[src/rtl/fir_decim_scaler.sv]
// Decimating accumulate-and-scale stage behind the FIR: sums DECIM samples, rounds, rescales
// and buffers results in a 2-entry FIFO. Define DECIM_SAT_EN for saturation plus the ovf flag.
module fir_decim_scaler #(
    parameter int IN_W     = 30,
    parameter int OUT_W    = 16,
    parameter int SHIFT    = 14,
    parameter int DECIM    = 8,
    parameter int FILL_CNT = 35
) (
    input  logic                    clk,
    input  logic                    n_rst,
    input  logic signed [IN_W-1:0]  din,
    input  logic                    en,
    input  logic                    clr,
    output logic signed [OUT_W-1:0] dout,
    output logic                    dout_valid,
    input  logic                    dout_ready,
`ifdef DECIM_SAT_EN
    output logic                    ovf,
`endif
    output logic                    drop
);

    localparam int LOG_D  = $clog2(DECIM);
    localparam int ACC_W  = IN_W + LOG_D;
    localparam int S      = SHIFT + LOG_D;
    localparam int FILL_W = $clog2(FILL_CNT + 1);

    localparam logic signed [ACC_W:0] RND_C = {{ACC_W{1'b0}}, 1'b1} << (S - 1);

    typedef enum logic {StFill, StRun} state_e;

    state_e                  state_q, state_d;
    logic [FILL_W-1:0]       fill_q, fill_d;
    logic [LOG_D-1:0]        phase_q, phase_d;
    logic signed [ACC_W-1:0] acc_q, acc_d, sum;
    logic signed [ACC_W:0]   rnd;
    logic signed [OUT_W-1:0] res;
    logic                    push, pop, push_ok, set_drop;
    logic signed [OUT_W-1:0] head_q, head_d, tail_q, tail_d;
    logic [1:0]              count_q, count_d;
    logic                    drop_q, drop_d;

    // FSM state register
    always_ff @(posedge clk or negedge n_rst) begin
        if (!n_rst) begin
            state_q <= StFill;
        end else begin
            state_q <= state_d;
        end
    end

    always_comb begin
        state_d = state_q;
        unique case (state_q)
            StFill: begin
                if (!en) begin
                    state_d = StFill;
                end else if (fill_q == FILL_W'(FILL_CNT - 1)) begin
                    state_d = StRun;
                end
            end
            StRun: begin
                if (!en) begin
                    state_d = StFill;
                end
            end
            default: state_d = StFill;
        endcase
    end

    always_comb begin
        push = (state_q == StRun) && en && (phase_q == LOG_D'(DECIM - 1));
    end

    // Counters and accumulator all collapse to zero whenever en is low
    always_comb begin
        fill_d  = '0;
        phase_d = '0;
        acc_d   = '0;
        if (en) begin
            unique case (state_q)
                StFill: fill_d = (fill_q == FILL_W'(FILL_CNT - 1)) ? '0 : fill_q + 1'b1;
                StRun: begin
                    phase_d = phase_q + 1'b1;
                    acc_d   = push ? '0 : sum;
                end
                default: fill_d = '0;
            endcase
        end
    end

    // One extra bit so the rounding offset cannot overflow a full-scale sum
    always_comb begin
        sum = acc_q + $signed({{LOG_D{din[IN_W-1]}}, din});
        rnd = $signed({sum[ACC_W-1], sum}) + RND_C;
    end

`ifdef DECIM_SAT_EN
    localparam logic signed [ACC_W:0] SAT_MAX = {{(ACC_W + 2 - OUT_W){1'b0}}, {(OUT_W - 1){1'b1}}};
    localparam logic signed [ACC_W:0] SAT_MIN = {{(ACC_W + 2 - OUT_W){1'b1}}, {(OUT_W - 1){1'b0}}};

    logic signed [ACC_W:0] shifted;
    logic                  sat_hi, sat_lo, ovf_q, ovf_d;

    always_comb begin
        shifted = rnd >>> S;
        sat_hi  = shifted > SAT_MAX;
        sat_lo  = shifted < SAT_MIN;
        if (sat_hi) begin
            res = {1'b0, {(OUT_W - 1){1'b1}}};
        end else if (sat_lo) begin
            res = {1'b1, {(OUT_W - 1){1'b0}}};
        end else begin
            res = shifted[OUT_W-1:0];
        end
        ovf_d = (push && (sat_hi || sat_lo)) || (ovf_q && !clr);
    end

    always_ff @(posedge clk or negedge n_rst) begin
        if (!n_rst) begin
            ovf_q <= 1'b0;
        end else begin
            ovf_q <= ovf_d;
        end
    end

    assign ovf = ovf_q;
`else
    always_comb begin
        res = OUT_W'(rnd >>> S);
    end
`endif

    // Two-entry output FIFO; no bypass, so a push into an empty FIFO shows up next cycle
    always_comb begin
        dout_valid = (count_q != 2'd0);
        dout       = head_q;
        pop        = dout_valid && dout_ready;
        push_ok    = push && ((count_q != 2'd2) || pop);
        set_drop   = push && !push_ok;
        head_d     = head_q;
        tail_d     = tail_q;
        count_d    = count_q;
        unique case ({push_ok, pop})
            2'b01: begin
                head_d  = tail_q;
                count_d = count_q - 2'd1;
            end
            2'b10: begin
                if (count_q == 2'd0) begin
                    head_d = res;
                end else begin
                    tail_d = res;
                end
                count_d = count_q + 2'd1;
            end
            2'b11: begin
                if (count_q == 2'd1) begin
                    head_d = res;
                end else begin
                    head_d = tail_q;
                    tail_d = res;
                end
            end
            default: count_d = count_q;
        endcase
        drop_d = set_drop || (drop_q && !clr);
    end

    always_ff @(posedge clk or negedge n_rst) begin
        if (!n_rst) begin
            fill_q  <= '0;
            phase_q <= '0;
            acc_q   <= '0;
            head_q  <= '0;
            tail_q  <= '0;
            count_q <= '0;
            drop_q  <= 1'b0;
        end else begin
            fill_q  <= fill_d;
            phase_q <= phase_d;
            acc_q   <= acc_d;
            head_q  <= head_d;
            tail_q  <= tail_d;
            count_q <= count_d;
            drop_q  <= drop_d;
        end
    end

    assign drop = drop_q;

endmodule

[config.mk]
export PLATFORM = sky130hd
export DESIGN_NAME = fir_decim_scaler
export DESIGN_NICKNAME = d
export VERILOG_FILES = /design/src/rtl/fir_decim_scaler.sv
export SDC_FILE = /design/constraint.sdc
export NUM_CORES = 1
export LEC_CHECK = 0
export ABC_AREA = 1
export BUFFER_PORTS_ARGS = -buffer_cell sky130_fd_sc_hd__clkbuf_2
export CAP_MARGIN = 20
export CORE_ASPECT_RATIO = 0.6
export CORE_MARGIN = 1
export CORE_UTILIZATION = 60
export CTS_CLUSTER_DIAMETER = 100
export DETAILED_ROUTE_END_ITERATION = 10
export PLACE_DENSITY = 0.8
export SETUP_SLACK_MARGIN = 0.5
export SYNTH_ARGS = -nofsm -noshare
export SYNTH_HDL_FRONTEND = slang
export SYNTH_SLANG_ARGS = --single-unit
[constraint.sdc]
create_clock -name clk -period 3.85 [get_ports clk]
set_input_delay 0.77 -clock clk [delete_from_list [all_inputs] [get_ports clk]]
set_output_delay 0.77 -clock clk [all_outputs]
set_load 0.01 [all_outputs]
==> impl_results.md, run 1 <==
- Period minus WS final: roughly 3 ns
- Post-synth ARST share: between 90% and 100%
- Post-DP HPWL: roughly 12,000 µm
- Pin count of the biggest net entering global routing: slightly below 80
- WL per Instance: ~14 µm
- Sw Share: about 28%
- Clock transition at the registers of the reported paths: 0.07 ns
- Cell Area, Synth: roughly 6300 µm²
- Final setup violating endpoints: 0
- Final hold vios: 0
- H-tree lvl count: 3
- Area occupied by multi-input gates: 3600 µm²
- Crit path max fanout: 7
- Syn Area/Cell: ~6.5 µm²
- Most frequent cells in the layout: nand2_1, inv_1, nor2_1
- GR Overflow Total: 0
- Net Count, Synth: between 1,000 and 1,500
- Die W: roughly 130 µm
- R2R depth: 18
- Status: finished, final reports clean
- Setup slack, reg-to-reg: around 0.96 ns
- Drt pass-1 iters: 9
- Global-route wire length before repair: around 27,000 µm
- Layout area overhead: 11.4%
- Setup TNS: 0 ns
- Synth Instances: just under 1,000
- Vias in the first global route: between 5,000 and 6,000
- Fillcell total: 900
- Final Cycle Share: 79.6%
- EDFF count, synth: 0
- Nets: about 1,100
- Clk pwr share: ~45%
- Comb power frac: 10.5%
- Max Clk Rate: ~0.33 GHz
- Port bufs: 52
- Initial antenna violation count: 0
- Drt drc: 0
- Power Density: approximately 260 nW/µm²
- CTS buffer count: 9
- CP required: 4.03 ns
- Starting Density: 63.0%
- Arrival time of the worst setup path: approximately 3.3 ns
- Critical path startpoint category: primary input
- Worst R2R End: tail_q[9]
- Static Leakage: approximately 4.1 nW
- Register area share after synthesis: 30.8%
- Synth Flop Type: dfrtp_1
- Slew headroom: around 47%
- Die ar.: roughly 11,000 µm²
- Die Ht: between 80 and 90 µm
- # IOs: 53
- Synth unique cells: 37
- Reg area: ~2000 µm²
- Layout cell share with drive strength beyond 1: 13.1%
- Total internal power: between 1 and 1.5 mW
- Via Count: 6,204
- CP Class: in2reg
- Core ar.: between 10,000 and 15,000 µm²
- Worst Max-Slew Pin Slew: 0.796 ns
- DRT antenna net count: 0
- FF+latch count, synth: ~80
- Layout Utilization: between 70% and 80%
- CTS max path bufs: 2
- RSZ-0062 raised after global routing: false
- Most common cell after layout, fill and taps aside: nand2_1
- WL final: around 16,000 µm
- Post-DR vias/cell: 5.29
- Worst Skew: ~0.01 ns
- Sink Count: approximately 80
- Power Total: roughly 1.9 mW
- Reg power frac: between 40% and 50%
- Row count: 28
- Clk Latency, worst-skew pair: ~0.35 ns
- CTS tree: done
- Max cap viols: 0
- Ant. Diodes: 0
- NetSw: 0.516 mW
- DRT iter0 DRCs: about 650
- VDD IR-drop max: 0.203 mV
- RR Startpoint: acc_q[0]
- Gpl congestion: approximately 0.94
- Final slew viol count: 0
- Ys Warns: 0
- Root Buffer: clkbuf_16
- HP Class: in2async
- Global Route Usage Sum: about a third
- Hold Buf Count CTS: 0
- # Post-CTS Setup Buffers: 0
- Post-CTS sizing: 0
- Setup crit end kind: flop
## final cells by class
type                            instances  share of cell area (%)
Tap cell                              135                    2.39
Timing Repair Buffer                   56                    4.43
Multi-Input combinational cell        690                    51.0
Inverter                              197                    10.5
Clock inverter                          5                   0.603
Clock buffer                           11                    3.44
Sequential cell                        78                    27.7
## power groups by stage
stage	clock (mW)	sequential [mW]	combinational, mW
floorplan	0	0.840	0.118
global placement	0	0.841	0.186
detailed placement	0	0.841	0.188
CTS	0.843	0.825	0.190
global route	0.884	0.825	0.219
finish	0.839	0.825	0.196
## critical path, cell delays in order
cell	delay, ns
clkbuf_2	0.08
ha_1	0.17
inv_1	0.06
fa_1	0.37
inv_1	0.12
nand3_1	0.09
nand3_2	0.12
nand2_1	0.08
nand2_2	0.09
nand3_1	0.10
nand2_1	0.08
nand2_1	0.06
nand2_1	0.12
ha_1	0.23
nand3_4	0.15
nor2_8	0.20
nand3_1	0.12
nand3_1	0.11
o21ai_0	0.11
## synthesized netlist by cell type, types with 2 or more instances
master	count	area, µm²
nand2_1	305	1140
inv_1	192	721
nor2_1	96	360
dfrtp_1	78	1950
nand3_1	66	330
ha_1	41	513
a21oi_1	39	195
o21ai_0	32	160
nand2_2	19	119
o21a_1	12	90.1
nor2_2	11	68.8
clkbuf_1	10	37.5
nand3_2	8	80.1
xor2_1	8	70.1
nand4_1	7	43.8
nor2_4	7	78.8
nor3_1	7	35.0
a21oi_2	4	35.0
inv_2	4	15.0
xnor2_1	4	35.0
a31oi_1	3	18.8
or2_2	3	18.8
and2_1	2	12.5
nand2_4	2	22.5
nand4_2	2	25.0
nor3_2	2	20.0
nor3b_1	2	15.0
## metal layers
metal | up-vias | global-route usage [%] | share of wire, %
li1 | 3098 | - | -
met1 | 2821 | 50.2 | 50
met2 | 267 | 45.0 | 38
met3 | 18 | 6.85 | 11
met4 | 0 | 6.18 | 0.81
met5 | - | 0 | 0
## sequential cells by signal, summed over array words and instances (netlist names)
name,count
dout,16
acc_q,33
fill_q,6
count_q,2
tail_q,16
phase_q,3
state_q,1
drop,1
## logic make-up (layout without fill, tap and decap cells)
| logic type | count (synthesis) | count (layout) | share of synthesized area (%) |
|---|---|---|---|
| AOI/OAI and AO/OA | 94 | 94 | 8.36 |
| xor gates and xnor gates | 13 | 13 | 1.92 |
| adders and majority gates | 42 | 42 | 8.42 |
| buffers and inverters | 208 | 269 | 12.4 |
| DFF | 78 | 78 | 30.8 |
| and+or+nand+nor | 541 | 541 | 38.1 |
## metrics by stage
stage	hold slack, ns	instances	cell area, µm²	setup WS [ns]
6_report	0.249	1172	7050	0.786
5_1_grt	0.250	1172	7050	0.521
4_1_cts	0.445	1171	7030	0.813
3_5_place_dp	0.427	1155	6740	0.459
3_3_place_gp	0.433	1155	6740	0.600
2_1_floorplan	0.410	976	6330	0.889
## worst max path at each step
stage                     startpoint         end  cells past startpoint
after floorplan               din[0]    dout[15]                     19
after global placement        din[0]  tail_q[15]                     19
after detailed placement      din[0]   tail_q[9]                     19
after CTS                     din[0]   tail_q[9]                     19
after global routing          din[0]   tail_q[9]                     19
final                         din[0]   tail_q[9]                     19
Note: power is estimated with default switching activity, not from simulation.
==> inputs of run 2 (changes only) <==
- CORE_UTILIZATION: 60 -> 55
- PLACE_DENSITY: 0.8 -> 0.77
- clock period: 3.85 -> 2.5 ns (I/O delays scaled with it)
==> impl_results.md, run 2 (same netlist as run 1, synthesis figures left out) <==
- Status: complete, but fails checks (was finished, final reports clean)
- Failing checks: negative setup slack
- Starting Density: 58.1% (was 63.0%)
- Die Ht: 85.1 µm (was 81.6 µm)
- WL final: 23,100 µm (was 16,300 µm)
- Grt met3 use: 7.34% (was 6.85%)
- RSZ-0062 raised after global routing: true (was false)
- Slew headroom: 64.2% (was 46.8%)
- Critical Path Most Common Cell: nand2_1
- Clk Latency, worst-skew pair: 0.36 ns (was 0.35 ns)
- Layout area overhead: 47.5% (was 11.4%)
- Power Density: 331 nW/µm² (was 264 nW/µm²)
- RR Startpoint: acc_q[18] (was acc_q[0])
- Layout cell share with drive strength beyond 1: 40.9% (was 13.1%)
- Max reg flops: 33 (unchanged)
- Post-DP HPWL: 14,000 µm (was 12,500 µm)
- Final Worst Setup Slack: -0.208 ns (was 0.786 ns)
- Slowest CP cell: dfrtp_1 (was fa_1)
- DRT iter0 DRCs: 793 (was 648)
- Global-route wire length before repair: 31,300 µm (was 27,000 µm)
- Max Clk Rate: 0.369 GHz
- CTS max path bufs: 2 (unchanged)
- Via Count: 7,451 (was 6,204)
- Drt drc: 0 (unchanged)
- CP Cell Sequence: ha_4 > nand2_1 > nand2_1 > nand2_1 > nand2_1 > inv_1 > nand2_1 > inv_1 > nand4_1 > nand2_4 > nor2_4 > nand2_2 > nor2_4 > nand2_1 > nand2_2 > nand3_2 > a21oi_2 (was clkbuf_2 > ha_1 > inv_1 > fa_1 > inv_1 > nand3_1 > nand3_2 > nand2_1 > nand2_2 > nand3_1 > nand2_1 > nand2_1 > nand2_1 > ha_1 > nand3_4 > nor2_8 > nand3_1 > nand3_1 > o21ai_0)
- Final hold vios: 0 (unchanged)
- Delay-heaviest family, CP: simple AND/OR/NAND/NOR gates (unchanged)
- R2R depth: 17 (was 18)
- Port bufs: 52 (unchanged)
- HP Class: in2async (unchanged)
- Sink Count: 78 (unchanged)
- Worst Skew: 0.0145 ns (was 0.0101 ns)
- Final slew viol count: 0 (unchanged)
- Vias in the first global route: 6,384 (was 5,516)
- Fillcell total: 596 (was 900)
- GR Overflow Total: 0 (unchanged)
- WL per Instance: 17.6 µm (was 13.9 µm)
- Fin area: 9340 µm² (was 7050 µm²)
- Layout Utilization: 85.8% (was 70.2%)
- Hold Buf Count CTS: 0 (unchanged)
- CP Class: reg2reg (was in2reg)
- Root Buffer: clkbuf_16 (unchanged)
- Die W: 140 µm (was 135 µm)
- Critical path startpoint category: flop (was primary input)
- CP max stage delay: 0.40 ns (was 0.37 ns)
- GRT busiest layer: met2 (was met1)
- Ant. Diodes: 0 (unchanged)
- Max cap viols: 0 (unchanged)
- Drt pass-1 iters: 6 (was 9)
- Top reg by flops: acc_q (unchanged)
- Pin count of the biggest net entering global routing: 43 (was 79)
- Nets: 1,245 (was 1,109)
- Final setup violating endpoints: 29 (was 0)
- H-tree lvl count: 3 (unchanged)
- CTS buffer count: 9 (unchanged)
- Initial antenna violation count: 1 (was 0)
- DRT antenna net count: 0 (unchanged)
- Worst path bufs/invs: 2 (was 3)
- Arrival time of the worst setup path: 3.00 ns (was 3.25 ns)
- Global Route met2 Usage: 51.4% (was 45.0%)
- Setup slack, reg-to-reg: -0.21 ns (was 0.96 ns)
- Worst Max-Slew Pin Slew: 0.538 ns (was 0.796 ns)
- Clock transition at the registers of the reported paths: 0.06 ns (was 0.07 ns)
- Post-DP Area: 7550 µm² (was 6740 µm²)
- CP required: 2.79 ns (was 4.03 ns)
- Most frequent cells in the layout: nand2_1, inv_1, buf_4 (was nand2_1, inv_1, nor2_1)
- Setup crit end kind: flop (unchanged)
- VDD IR-drop max: 0.362 mV (was 0.203 mV)
- Crit path max fanout: 7 (unchanged)
- Period minus WS final: approximately 2.7 ns
- Met1 usage: 49.9% (was 50.2%)
- Post-DR vias/cell: 5.68 (was 5.29)
- Global Route Usage Sum: 34.0% (was 32.2%)
- Worst R2R End: dout[10] (was tail_q[9])
- Gpl congestion: 0.954 (was 0.943)
- Most common cell after layout, fill and taps aside: nand2_1 (unchanged)
- # IOs: 53 (unchanged)
- Final Cycle Share: 108%
- CTS tree: done (unchanged)
- Core ar.: 10,900 µm² (was 10,100 µm²)
- Static Leakage: 5.04 nW (was 4.13 nW)
- Die ar.: 12,000 µm² (was 11,000 µm²)
- Row count: 29 (was 28)
## run 2: metrics by stage
step	cells	setup TNS (ns)	total power [mW]	worst slack [ns]	hold WS [ns]
2_1_floorplan	976	0	1.48	0.0196	0.204
3_3_place_gp	1254	-7.45	1.66	-0.325	0.429
3_5_place_dp	1254	-7.95	1.66	-0.348	0.429
6_report	1312	-3.52	3.09	-0.208	0.114
5_1_grt	1312	-6.63	3.15	-0.329	0.150
4_1_cts	1290	0	2.99	0.00980	0.137
## run 2: worst max-delay path by stage
stage               from  slack [ns]  cells after the start        to
2_1_floorplan     din[0]        0.02                     19  dout[15]
3_5_place_dp      din[0]       -0.35                     20  dout[15]
6_report       acc_q[18]       -0.21                     17  dout[10]
5_1_grt        acc_q[18]       -0.33                     17  dout[10]
3_3_place_gp     din[16]       -0.33                     16   dout[4]
4_1_cts         acc_q[0]        0.01                     19  dout[11]
## run 2: power breakdown
group / leakage, nW / total [mW] / internal, mW / switching [mW]
clock network: 0.125 / 1.29 / 0.705 / 0.588
logic: 3.91 / 0.522 / 0.215 / 0.307
registers: 1.01 / 1.27 / 1.27 / 0.00494
## run 2: timing repair
item / in CTS / in global routing
setup endpoints to repair: 42 / 45
pin swaps: 40 / 66
cloned: 1 / 1
gates resized for setup: 125 / 148
buffers inserted: 19 / 21
## run 2: final cells by class
| cell class | count | area, µm² | share of cell area [%] |
|---|---|---|---|
| Inverter | 197 | 744 | 7.97 |
| Timing Repair Buffer | 192 | 1440 | 15.4 |
| Tap cell | 139 | 174 | 1.86 |
| Clock buffer | 12 | 246 | 2.64 |
| Sequential cell | 78 | 1950 | 20.9 |
| Clock inverter | 4 | 31.3 | 0.335 |
| Multi-Input combinational cell | 690 | 4750 | 50.9 |
## run 2: routing by layer
| metal | routed length (µm) | vias to the layer above |
|---|---|---|
| met5 | 13 | - |
| met4 | 760 | 2 |
| met3 | 2650 | 101 |
| met2 | 9950 | 466 |
| met1 | 9670 | 3506 |
| li1 | - | 3376 |
